$ cat src/rtl/alarm_pkg.sv
// Shared types, BCD constants and helpers for the alarm controller.
// Optional snooze support is enabled with the ALARM_SNOOZE_EN macro (see alarm_ctrl).
package alarm_pkg;

    typedef enum logic [1:0] {
        StIdle,
        StArmed,
        StRinging,
        StSnoozed
    } state_e;

    localparam logic [7:0] BCD_12 = 8'h12;
    localparam logic [7:0] BCD_59 = 8'h59;
    localparam logic [7:0] BCD_00 = 8'h00;
    localparam logic [7:0] BCD_01 = 8'h01;

    // Alarm/target time after reset: 12:00 AM
    localparam logic [7:0] RST_AL_HH = BCD_12;
    localparam logic [7:0] RST_AL_MM = BCD_00;
    localparam logic       RST_AL_PM = 1'b0;

    // True when hh is 01..12 and mm is 00..59, every nibble a decimal digit
    function automatic logic bcd_time_valid(input logic [7:0] hh, input logic [7:0] mm);
        logic hh_ok;
        logic mm_ok;
        hh_ok = (hh[3:0] <= 4'd9) && (hh >= BCD_01) && (hh <= BCD_12);
        mm_ok = (mm[3:0] <= 4'd9) && (mm <= BCD_59);
        return hh_ok && mm_ok;
    endfunction

    // Converts a small integer (0..99) to packed BCD
    function automatic logic [7:0] int_to_bcd(input int unsigned v);
        return {4'(v / 10), 4'(v % 10)};
    endfunction

endpackage

$ cat src/rtl/alarm_ctrl_bcd_min_add.sv
// bcd_min_add: adds a BCD minute count to a 12-hour BCD time, wrapping minutes
// into the hour and the hour into AM/PM. Purely combinational.
module bcd_min_add
    import alarm_pkg::*;
(
    input  logic [7:0] hh,
    input  logic [7:0] mm,
    input  logic       pm,
    input  logic [7:0] add,
    output logic [7:0] sum_hh,
    output logic [7:0] sum_mm,
    output logic       sum_pm
);

    logic [4:0] lo;
    logic [4:0] hi;
    logic       lo_carry;
    logic       hr_carry;

    // Digit-wise BCD minute add, then conditional hour increment
    always_comb begin
        lo       = {1'b0, mm[3:0]} + {1'b0, add[3:0]};
        lo_carry = (lo > 5'd9);
        if (lo_carry) lo = lo - 5'd10;
        hi       = {1'b0, mm[7:4]} + {1'b0, add[7:4]} + {4'b0, lo_carry};
        hr_carry = (hi >= 5'd6);
        if (hr_carry) hi = hi - 5'd6;
        sum_mm   = {hi[3:0], lo[3:0]};

        sum_hh = hh;
        sum_pm = pm;
        if (hr_carry) begin
            if (hh == BCD_12) begin
                sum_hh = BCD_01;
            end else if (hh == 8'h11) begin
                // 11 -> 12 crosses noon/midnight
                sum_hh = BCD_12;
                sum_pm = ~pm;
            end else if (hh[3:0] == 4'd9) begin
                sum_hh = {hh[7:4] + 4'd1, 4'd0};
            end else begin
                sum_hh = {hh[7:4], hh[3:0] + 4'd1};
            end
        end
    end

endmodule

$ cat src/rtl/alarm_ctrl.sv
// alarm_ctrl: compares the running 12-hour BCD clock with a stored alarm time and
// drives ringing, with stop, ring timeout and (when ALARM_SNOOZE_EN is defined)
// snooze with a limited number of repeats per alarm event.
module alarm_ctrl
    import alarm_pkg::*;
#(
    parameter int unsigned RING_SECS  = 60,
    parameter int unsigned SNOOZE_MIN = 9,
    parameter int unsigned MAX_SNOOZE = 3
) (
    input  logic       clk,
    input  logic       reset,
    input  logic       ena,
    input  logic [7:0] hh,
    input  logic [7:0] mm,
    input  logic [7:0] ss,
    input  logic       pm,
    input  logic       arm,
    input  logic       set_alarm,
    input  logic [7:0] alarm_hh,
    input  logic [7:0] alarm_mm,
    input  logic       alarm_pm,
    input  logic       stop,
    input  logic       snooze,
    output logic       ringing,
    output logic       armed,
    output logic       snoozed,
    output logic       set_err
);

    state_e     state_q, state_d;
    logic [7:0] al_hh_q, al_hh_d, al_mm_q, al_mm_d;
    logic       al_pm_q, al_pm_d;
    logic [7:0] tg_hh_q, tg_hh_d, tg_mm_q, tg_mm_d;
    logic       tg_pm_q, tg_pm_d;
    logic [7:0] ring_cnt_q, ring_cnt_d;
    logic       ringing_d, armed_d, snoozed_d, set_err_d;
    logic       match;
    logic       do_stop;

    assign match = ena && (hh == tg_hh_q) && (mm == tg_mm_q) && (pm == tg_pm_q)
                   && (ss == BCD_00);

`ifdef ALARM_SNOOZE_EN
    localparam logic [7:0] SnoozeBcd = int_to_bcd(SNOOZE_MIN);

    logic [2:0] snz_cnt_q, snz_cnt_d;
    logic [7:0] snz_hh, snz_mm;
    logic       snz_pm;
    logic       snz_ok;

    assign snz_ok = (snz_cnt_q < 3'(MAX_SNOOZE));

    bcd_min_add u_snooze_add (
        .hh     (hh),
        .mm     (mm),
        .pm     (pm),
        .add    (SnoozeBcd),
        .sum_hh (snz_hh),
        .sum_mm (snz_mm),
        .sum_pm (snz_pm)
    );
`else
    logic unused_snooze;
    assign unused_snooze = ^{snooze, 8'(SNOOZE_MIN), 3'(MAX_SNOOZE)};
`endif

    // State and datapath registers, synchronous reset
    always_ff @(posedge clk) begin
        if (reset) begin
            state_q    <= StIdle;
            al_hh_q    <= RST_AL_HH;
            al_mm_q    <= RST_AL_MM;
            al_pm_q    <= RST_AL_PM;
            tg_hh_q    <= RST_AL_HH;
            tg_mm_q    <= RST_AL_MM;
            tg_pm_q    <= RST_AL_PM;
            ring_cnt_q <= 8'd0;
            ringing    <= 1'b0;
            armed      <= 1'b0;
            snoozed    <= 1'b0;
            set_err    <= 1'b0;
`ifdef ALARM_SNOOZE_EN
            snz_cnt_q  <= 3'd0;
`endif
        end else begin
            state_q    <= state_d;
            al_hh_q    <= al_hh_d;
            al_mm_q    <= al_mm_d;
            al_pm_q    <= al_pm_d;
            tg_hh_q    <= tg_hh_d;
            tg_mm_q    <= tg_mm_d;
            tg_pm_q    <= tg_pm_d;
            ring_cnt_q <= ring_cnt_d;
            ringing    <= ringing_d;
            armed      <= armed_d;
            snoozed    <= snoozed_d;
            set_err    <= set_err_d;
`ifdef ALARM_SNOOZE_EN
            snz_cnt_q  <= snz_cnt_d;
`endif
        end
    end

    // Next-state and register updates, in decreasing priority
    always_comb begin
        state_d    = state_q;
        al_hh_d    = al_hh_q;
        al_mm_d    = al_mm_q;
        al_pm_d    = al_pm_q;
        tg_hh_d    = tg_hh_q;
        tg_mm_d    = tg_mm_q;
        tg_pm_d    = tg_pm_q;
        ring_cnt_d = ring_cnt_q;
        set_err_d  = 1'b0;
        do_stop    = 1'b0;
`ifdef ALARM_SNOOZE_EN
        snz_cnt_d  = snz_cnt_q;
`endif
        if (set_alarm) begin
            if (bcd_time_valid(alarm_hh, alarm_mm)) begin
                al_hh_d = alarm_hh;
                al_mm_d = alarm_mm;
                al_pm_d = alarm_pm;
                tg_hh_d = alarm_hh;
                tg_mm_d = alarm_mm;
                tg_pm_d = alarm_pm;
                state_d = arm ? StArmed : StIdle;
`ifdef ALARM_SNOOZE_EN
                snz_cnt_d = 3'd0;
`endif
            end else begin
                set_err_d = 1'b1;
                if (!arm) state_d = StIdle;
            end
        end else if (!arm) begin
            // Disarming cancels the current event, so re-arming waits for the alarm time
            state_d = StIdle;
            tg_hh_d = al_hh_q;
            tg_mm_d = al_mm_q;
            tg_pm_d = al_pm_q;
`ifdef ALARM_SNOOZE_EN
            snz_cnt_d = 3'd0;
`endif
        end else begin
            unique case (state_q)
                StIdle: state_d = StArmed;
                StArmed: begin
                    if (match) begin
                        state_d    = StRinging;
                        ring_cnt_d = 8'd0;
                    end
                end
                StRinging: begin
                    if (stop) begin
                        do_stop = 1'b1;
`ifdef ALARM_SNOOZE_EN
                    end else if (snooze && snz_ok) begin
                        state_d   = StSnoozed;
                        tg_hh_d   = snz_hh;
                        tg_mm_d   = snz_mm;
                        tg_pm_d   = snz_pm;
                        snz_cnt_d = snz_cnt_q + 3'd1;
`endif
                    end else if (ena) begin
                        ring_cnt_d = ring_cnt_q + 8'd1;
                        if (ring_cnt_d == 8'(RING_SECS)) do_stop = 1'b1;
                    end
                end
                StSnoozed: begin
                    if (stop) begin
                        do_stop = 1'b1;
                    end else if (match) begin
                        state_d    = StRinging;
                        ring_cnt_d = 8'd0;
                    end
                end
            endcase
            if (do_stop) begin
                state_d = StArmed;
                tg_hh_d = al_hh_q;
                tg_mm_d = al_mm_q;
                tg_pm_d = al_pm_q;
`ifdef ALARM_SNOOZE_EN
                snz_cnt_d = 3'd0;
`endif
            end
        end
    end

    // Status outputs decoded from the next state so they register with it
    always_comb begin
        ringing_d = (state_d == StRinging);
        armed_d   = (state_d != StIdle);
`ifdef ALARM_SNOOZE_EN
        snoozed_d = (state_d == StSnoozed);
`else
        snoozed_d = 1'b0;
`endif
    end

endmodule

$ cat config.mk
export PLATFORM = sky130hd
export DESIGN_NAME = alarm_ctrl
export DESIGN_NICKNAME = d
export VERILOG_FILES = /design/src/rtl/alarm_pkg.sv /design/src/rtl/alarm_ctrl_bcd_min_add.sv /design/src/rtl/alarm_ctrl.sv
export SDC_FILE = /design/constraint.sdc
export NUM_CORES = 1
export LEC_CHECK = 0
export CAP_MARGIN = 30
export CELL_PAD_IN_SITES_DETAIL_PLACEMENT = 0
export CELL_PAD_IN_SITES_GLOBAL_PLACEMENT = 1
export CORE_ASPECT_RATIO = 0.5
export CORE_MARGIN = 10
export CORE_UTILIZATION = 42
export CTS_CLUSTER_DIAMETER = 150
export CTS_CLUSTER_SIZE = 40
export DETAILED_ROUTE_END_ITERATION = 6
export PLACE_DENSITY = 0.83
export SLEW_MARGIN = 15
export SYNTH_ARGS = -nofsm -noshare
export SYNTH_HDL_FRONTEND = slang
export SYNTH_SLANG_ARGS = --single-unit
$ cat constraint.sdc
create_clock -name clk -period 3.57 [get_ports clk]
set_clock_uncertainty 0.1 [all_clocks]
set_input_delay 0.357 -clock clk [delete_from_list [all_inputs] [get_ports clk]]
set_output_delay 0.357 -clock clk [all_outputs]
set_load 0.05 [all_outputs]
# --- Word-level counts from Yosys, hierarchy flattened ---
# Cells that the tools add are included.
word_totals:
  register_bits: 47
  inputBits: 49
classes:
  addsub: 1
  n_lt_le_gt_ge: 5
  eq_ne: 13
  n_mux: 34
  bitwise: 1
  n_reduce_logical: 16
ops:
  columns: ["operator", "count"]
  rows:
  - ["2-to-1 mux 8 bit", 12]
  - ["one-hot mux 8 bit (3 select lines)", 1]
  - ["== test 8 bit", 2]
  - ["2-to-1 mux 2 bit", 7]
  - ["2-to-1 mux 1 bit", 12]
  - ["adder 8 x 1 -> 8 bit (second input constant)", 1]
  - ["== test 8 x 6 -> 1 bit (second input constant)", 1]
  - ["greater-or-equal comparator 8 x 1 -> 1 bit (second input constant)", 1]
  - ["<= comparator 4 bit (second input constant)", 2]
  - ["<= comparator 8 x 5 -> 1 bit (second input constant)", 1]
  - ["<= comparator 8 x 7 -> 1 bit (second input constant)", 1]
  - ["logical AND 1 bit", 8]
  - ["logical NOT 8 bit", 1]
  - ["== test 2 bit (second input constant)", 3]
  - ["inequality test 2 bit (second input constant)", 3]
  - ["one-hot mux 2 bit (3 select lines)", 1]
  - ["AND reduction 6 bit", 1]
  - ["AND reduction 2 bit", 2]
  - ["inequality test 3 x 1 -> 1 bit (second input constant)", 1]
  - ["nonzero test 3 bit", 1]
  - ["== test 2 x 1 -> 1 bit (second input constant)", 1]
  - ["logical NOT 2 bit", 1]
  - ["inequality test 2 x 1 -> 1 bit (second input constant)", 1]
  - ["one-hot mux 1 bit (2 select lines)", 1]
  - ["other kinds (4)", 4]

# --- Logic depth before layout (Yosys ltp) ---
depth:
  word_depth: 12
  ltp_mapped: 9
  mapped_depth_nobuf: 7

# --- Worst setup path after synthesis ---
# Ideal clock, no wire load.
synth_path:
  kind: "flip-flop to flip-flop"
  startpoint: "reg ring_cnt_q[0]"
  endpoint: "reg tg_mm_q[2]"
  setup_time_ps: 140
  arrival_ps: 1903
  required_time_ps: 3330
  path_slack_ps: 1427
  stages_incl_launch_ff: 9
  synth_period_minus_slack_ps: 2143
  cell_sequence: "dfxtp_1 -> ha_1 -> nand2_1 -> or4b_4 -> o311ai_4 -> a21oi_1 -> nor2_2 -> buf_6 -> a211oi_1"
synth_via:
  elab_chain_len: 10
synth_lines:
  columns: ["element", "line_no", "source"]
  rows:
  - ["start, declared", "alarm_ctrl.sv:36", "logic [7:0] ring_cnt_q, ring_cnt_d;"]
  - ["start signal, assigned", "alarm_ctrl.sv:94", "ring_cnt_q <= ring_cnt_d;"]
  - ["adder 8 x 1 -> 8 bit", "alarm_ctrl.sv:166", "ring_cnt_d = ring_cnt_q + 8'd1;"]
  - ["== test 8 x 6 -> 1 bit", "alarm_ctrl.sv:167", "if (ring_cnt_d == 8'(RING_SECS)) do_stop = 1'b1;"]
  - ["2-to-1 mux 1 bit", "alarm_ctrl.sv:167", null]
  - ["2-to-1 mux 1 bit", "alarm_ctrl.sv:165", "end else if (ena) begin"]
  - ["2-to-1 mux 1 bit", "alarm_ctrl.sv:155", "if (stop) begin"]
  - ["one-hot mux 1 bit (2 select lines)", "alarm_ctrl.sv:146", "unique case (state_q)"]
  - ["2-to-1 mux 1 bit", "alarm_ctrl.sv:136", "end else if (!arm) begin"]
  - ["2-to-1 mux 1 bit", "alarm_ctrl.sv:120", "if (set_alarm) begin"]
  - ["inequality test 3 x 1 -> 1 bit (no line)", null, null]
  - ["AND reduction 2 bit (no line)", null, null]
  - ["end signal, assigned", "alarm_ctrl.sv:92", "tg_mm_q <= tg_mm_d;"]
  - ["end, declared", "alarm_ctrl.sv:34", "logic [7:0] tg_hh_q, tg_hh_d, tg_mm_q, tg_mm_d;"]
# No other way between the ends. The select of a mux whose other input is x is not followed.
# A chain may end at the register's enable or synchronous reset.

# --- Final worst setup path ---
layout_path:
  startpoint: "reg ring_cnt_q[0]"
  endpoint: "reg tg_mm_q[7]"
# The elaborated chain is that of the path after synthesis.

==> results.yml <==
power:
  ir_drop_mv: 0.220
  leakagePower_nw: 1.10
  p_sw_uw: 299
  p_seq_frac: 0.436
  swShare: 0.236
  p_int_uw: 970
  power.density_nw_per_um2: 396
  clockPowerShare: 0.418
  combPwrFrac: 0.146
finish:
  final_util: 0.569
  final_nets: 358
  seqCellArea_um2: 941
  fillers: 527
  design_area_um2: 3210
  instances_no_fill: 381
  area.growth.synth_to_final_pct: 28.2
  drive_gt1_frac: 0.130
  diodes: 0
  multi_input_area_um2: 1450
die:
  die_h_um: 74.6
  ios: 53
  core_area_um2: 5630
  start_util: 0.444
  dieArea_um2: 9630
  rows: 19
  die-width_um: 129
synth:
  synth_xor_area_frac: 0.0630
  synth_area_um2: 2500
  seq_area_frac_synth: 0.376
  avgSynthCellArea_um2: 9.74
  synth_edf_count: 0
  synth_ff_type: "dfxtp_1"
  yosys.area_share.adder: 0.0100
  async_flop_share: 0
  ys_ff_latch: 47
  syn_inst: 257
  synth_cell_types: 55
  yosys-mux-area-fraction: 0.121
  synth-simple-area-share: 0.151
  synth_top_family_by_area: "compound AO/OA/AOI/OAI gates"
  syn_nets: 308
  synth-compound-area-share: 0.232
  yosys_warnings: 0
global_route:
  grt_use_total: 0.129
  grt_antenna_before_repair: 0
  grt_pass1_wl_mm: 10.0
  grt_max_degree: 29
  grt_overflow_total: 0
  grt_pass1_vias: 2015
critical_path:
  cp_slowest_cell: "or4b_1"
  path_class: "register to register"
  crit_path_start_kind: "register"
  crit_buf_inv: 1
  worstPathCellList: "ha_1, nand4b_1, or4b_1, o211ai_2, a21o_1, buf_4, a21oi_1, a211oi_1"
  slowest_delay_ps: 510
  cp_top_family: "compound AO/OA/AOI/OAI gates"
  critPathMaxFanout: 17
  crit_arrival_ps: 2620
  cp.required_ps: 3670
  end_kind: "register"
timing:
  period_share: 0.705
  maxSlewHeadroom: 0.662
  hold_viol_final: 0
  worst_slew_pin_slew_ps: 504
  setup_tns_ps: 0
  fin_crit_ps: 2520
  fmax_ghz: 0.397
  setup_viol: 0
  rsz0062_at_grt: "no"
  slew_viol_final: 0
place:
  portBuffers: 50
  hpwl_mm: 4.70
  dp_cells: 373
  dpl-instance-area_um2: 3040
  gp_congestion: 0.820
detailed_routing:
  via_per_inst: 5.38
  drt_first_pass_iters: 4
  ant_nets: 0
  drt-initial-drc-count: 159
  vias: 2049
  drc_errors: 0
  routed_wl_mm: 6.18
  wire_per_inst_um: 16.2
clock_tree:
  cts_tree: "built"
  insertion_delay_ps: 290
  cts_sinks: 47
  cts_root_buffer: "clkbuf_16"
  cts_setup_buffers: 0
  cts-htree-levels: 2
  cts_buffers: 5
  cts_resized: 0
  clock_path_buffers: 2
  holdBufCountCts: 0
  path_clk_slew_ps: 70
hold_path:
  hold_path_class: "register to register"
job:
  max_cap_violations: 0
outcome:
  status: "finished clean"
==> cells in the mapped netlist, drive strengths merged (2+ instances only) <==
library cell  instances  area [µm²]
a2111oi               2        17.5
a211oi               16         160
a21boi                2        15.0
a21oi                26         160
a311oi                2        17.5
and2                  6        37.5
and3                  2        12.5
buf                   8        82.6
clkbuf                5        18.8
dfxtp                47         941
ha                    2        25.0
inv                   4        15.0
mux2i                29         303
nand2                10        37.5
nand3                 4        25.0
nand4                 5        31.3
nor2                 22        85.1
nor2b                 2        12.5
nor3                  6        35.0
nor4                  3        18.8
o21ai                11        55.1
o21bai                2        15.0
or4                   3        22.5
or4b                  2        23.8
xnor2                16         140
xor2                  2        17.5
==> path summary, 6_finish.rpt <==
| check | start | endpoint | slack, ps | depth (start not counted) |
|---|---|---|---|---|
| max | ring_cnt_q[0] | tg_mm_q[7] | 1050 | 8 |
| min | al_hh_q[7] | al_hh_q[7] | 370 | 1 |
| max reg2reg | ring_cnt_q[0] | tg_mm_q[7] | 1050 | 8 |
| min reg2reg | al_hh_q[7] | al_hh_q[7] | 370 | 1 |
==> placed cells by master (no fill, tap or decap), types with 2 or more instances in the layout <==
cell and instances:
clkdlybuf4s50_1 50, dfxtp_1 47, mux2i_1 28, nor2_1 21, a21oi_1 18, xnor2_1 16
nand2_1 10, o21ai_0 8, a211oi_1 8, a21oi_2 8, a211oi_2 8, and2_1 6
buf_4 6, nand4_1 5, nor3_1 5, clkbuf_16 5, inv_1 4, nor4_1 3
nand3_1 3, or4_1 3, o21ai_1 3, o21bai_1 2, xor2_1 2, a21boi_0 2
and3_1 2, a311oi_1 2, nor2b_1 2, a2111oi_0 2, ha_1 2
==> registers in the layout, summed over array words and instances (netlist names) <==
register and cells:
al_hh_q 8, al_mm_q 8, ring_cnt_q 8, tg_hh_q 8
tg_mm_q 8, state_q 2, al_pm_q 1, armed 1
ringing 1, set_err 1, tg_pm_q 1
==> per-layer routing <==
layer  up-vias  global-route usage  wire [µm]
met4         0              0.0413         42
li1       1048                   -          -
met1       959               0.169       2860
met2        38               0.210       3020
met5         -                   0          0
met3         4              0.0277        255
==> power groups by stage <==
stage	registers (mW)	clock network [mW]	logic (mW)
global placement	0.565	0	0.181
finish	0.553	0.531	0.185
detailed placement	0.565	0	0.184
CTS	0.553	0.539	0.186
global route	0.554	0.560	0.200
floorplan	0.567	0	0.105
==> layout make-up <==
cell class | count | area share
Clock buffer | 5 | 0.0390
Clock inverter | 3 | 0.0137
Inverter | 4 | 0.00468
Multi-Input combinational cell | 193 | 0.451
Sequential cell | 47 | 0.293
Tap cell | 73 | 0.0285
Timing Repair Buffer | 56 | 0.170
==> metrics by stage <==
step | setup WS [ps] | hold WS [ps] | power [mW]
after floorplan | 1430 | 322 | 0.671
after global placement | 890 | 346 | 0.746
after detailed placement | 873 | 350 | 0.749
after CTS | 1080 | 368 | 1.28
after global routing | 894 | 394 | 1.32
final | 1050 | 367 | 1.27
==> cells by family (layout without fill, tap and decap cells) <==
family | Yosys count | count (layout)
AO/OA/AOI/OAI | 74 | 74
AND/OR/NAND/NOR | 69 | 69
flip-flops | 47 | 47
multiplexers | 29 | 29
XOR/XNOR | 18 | 18
buffers and inverters | 17 | 68
adder cells (fa/ha/maj) | 2 | 2
other | 1 | 1
No activity file was read; power rests on OpenSTA's default activity.
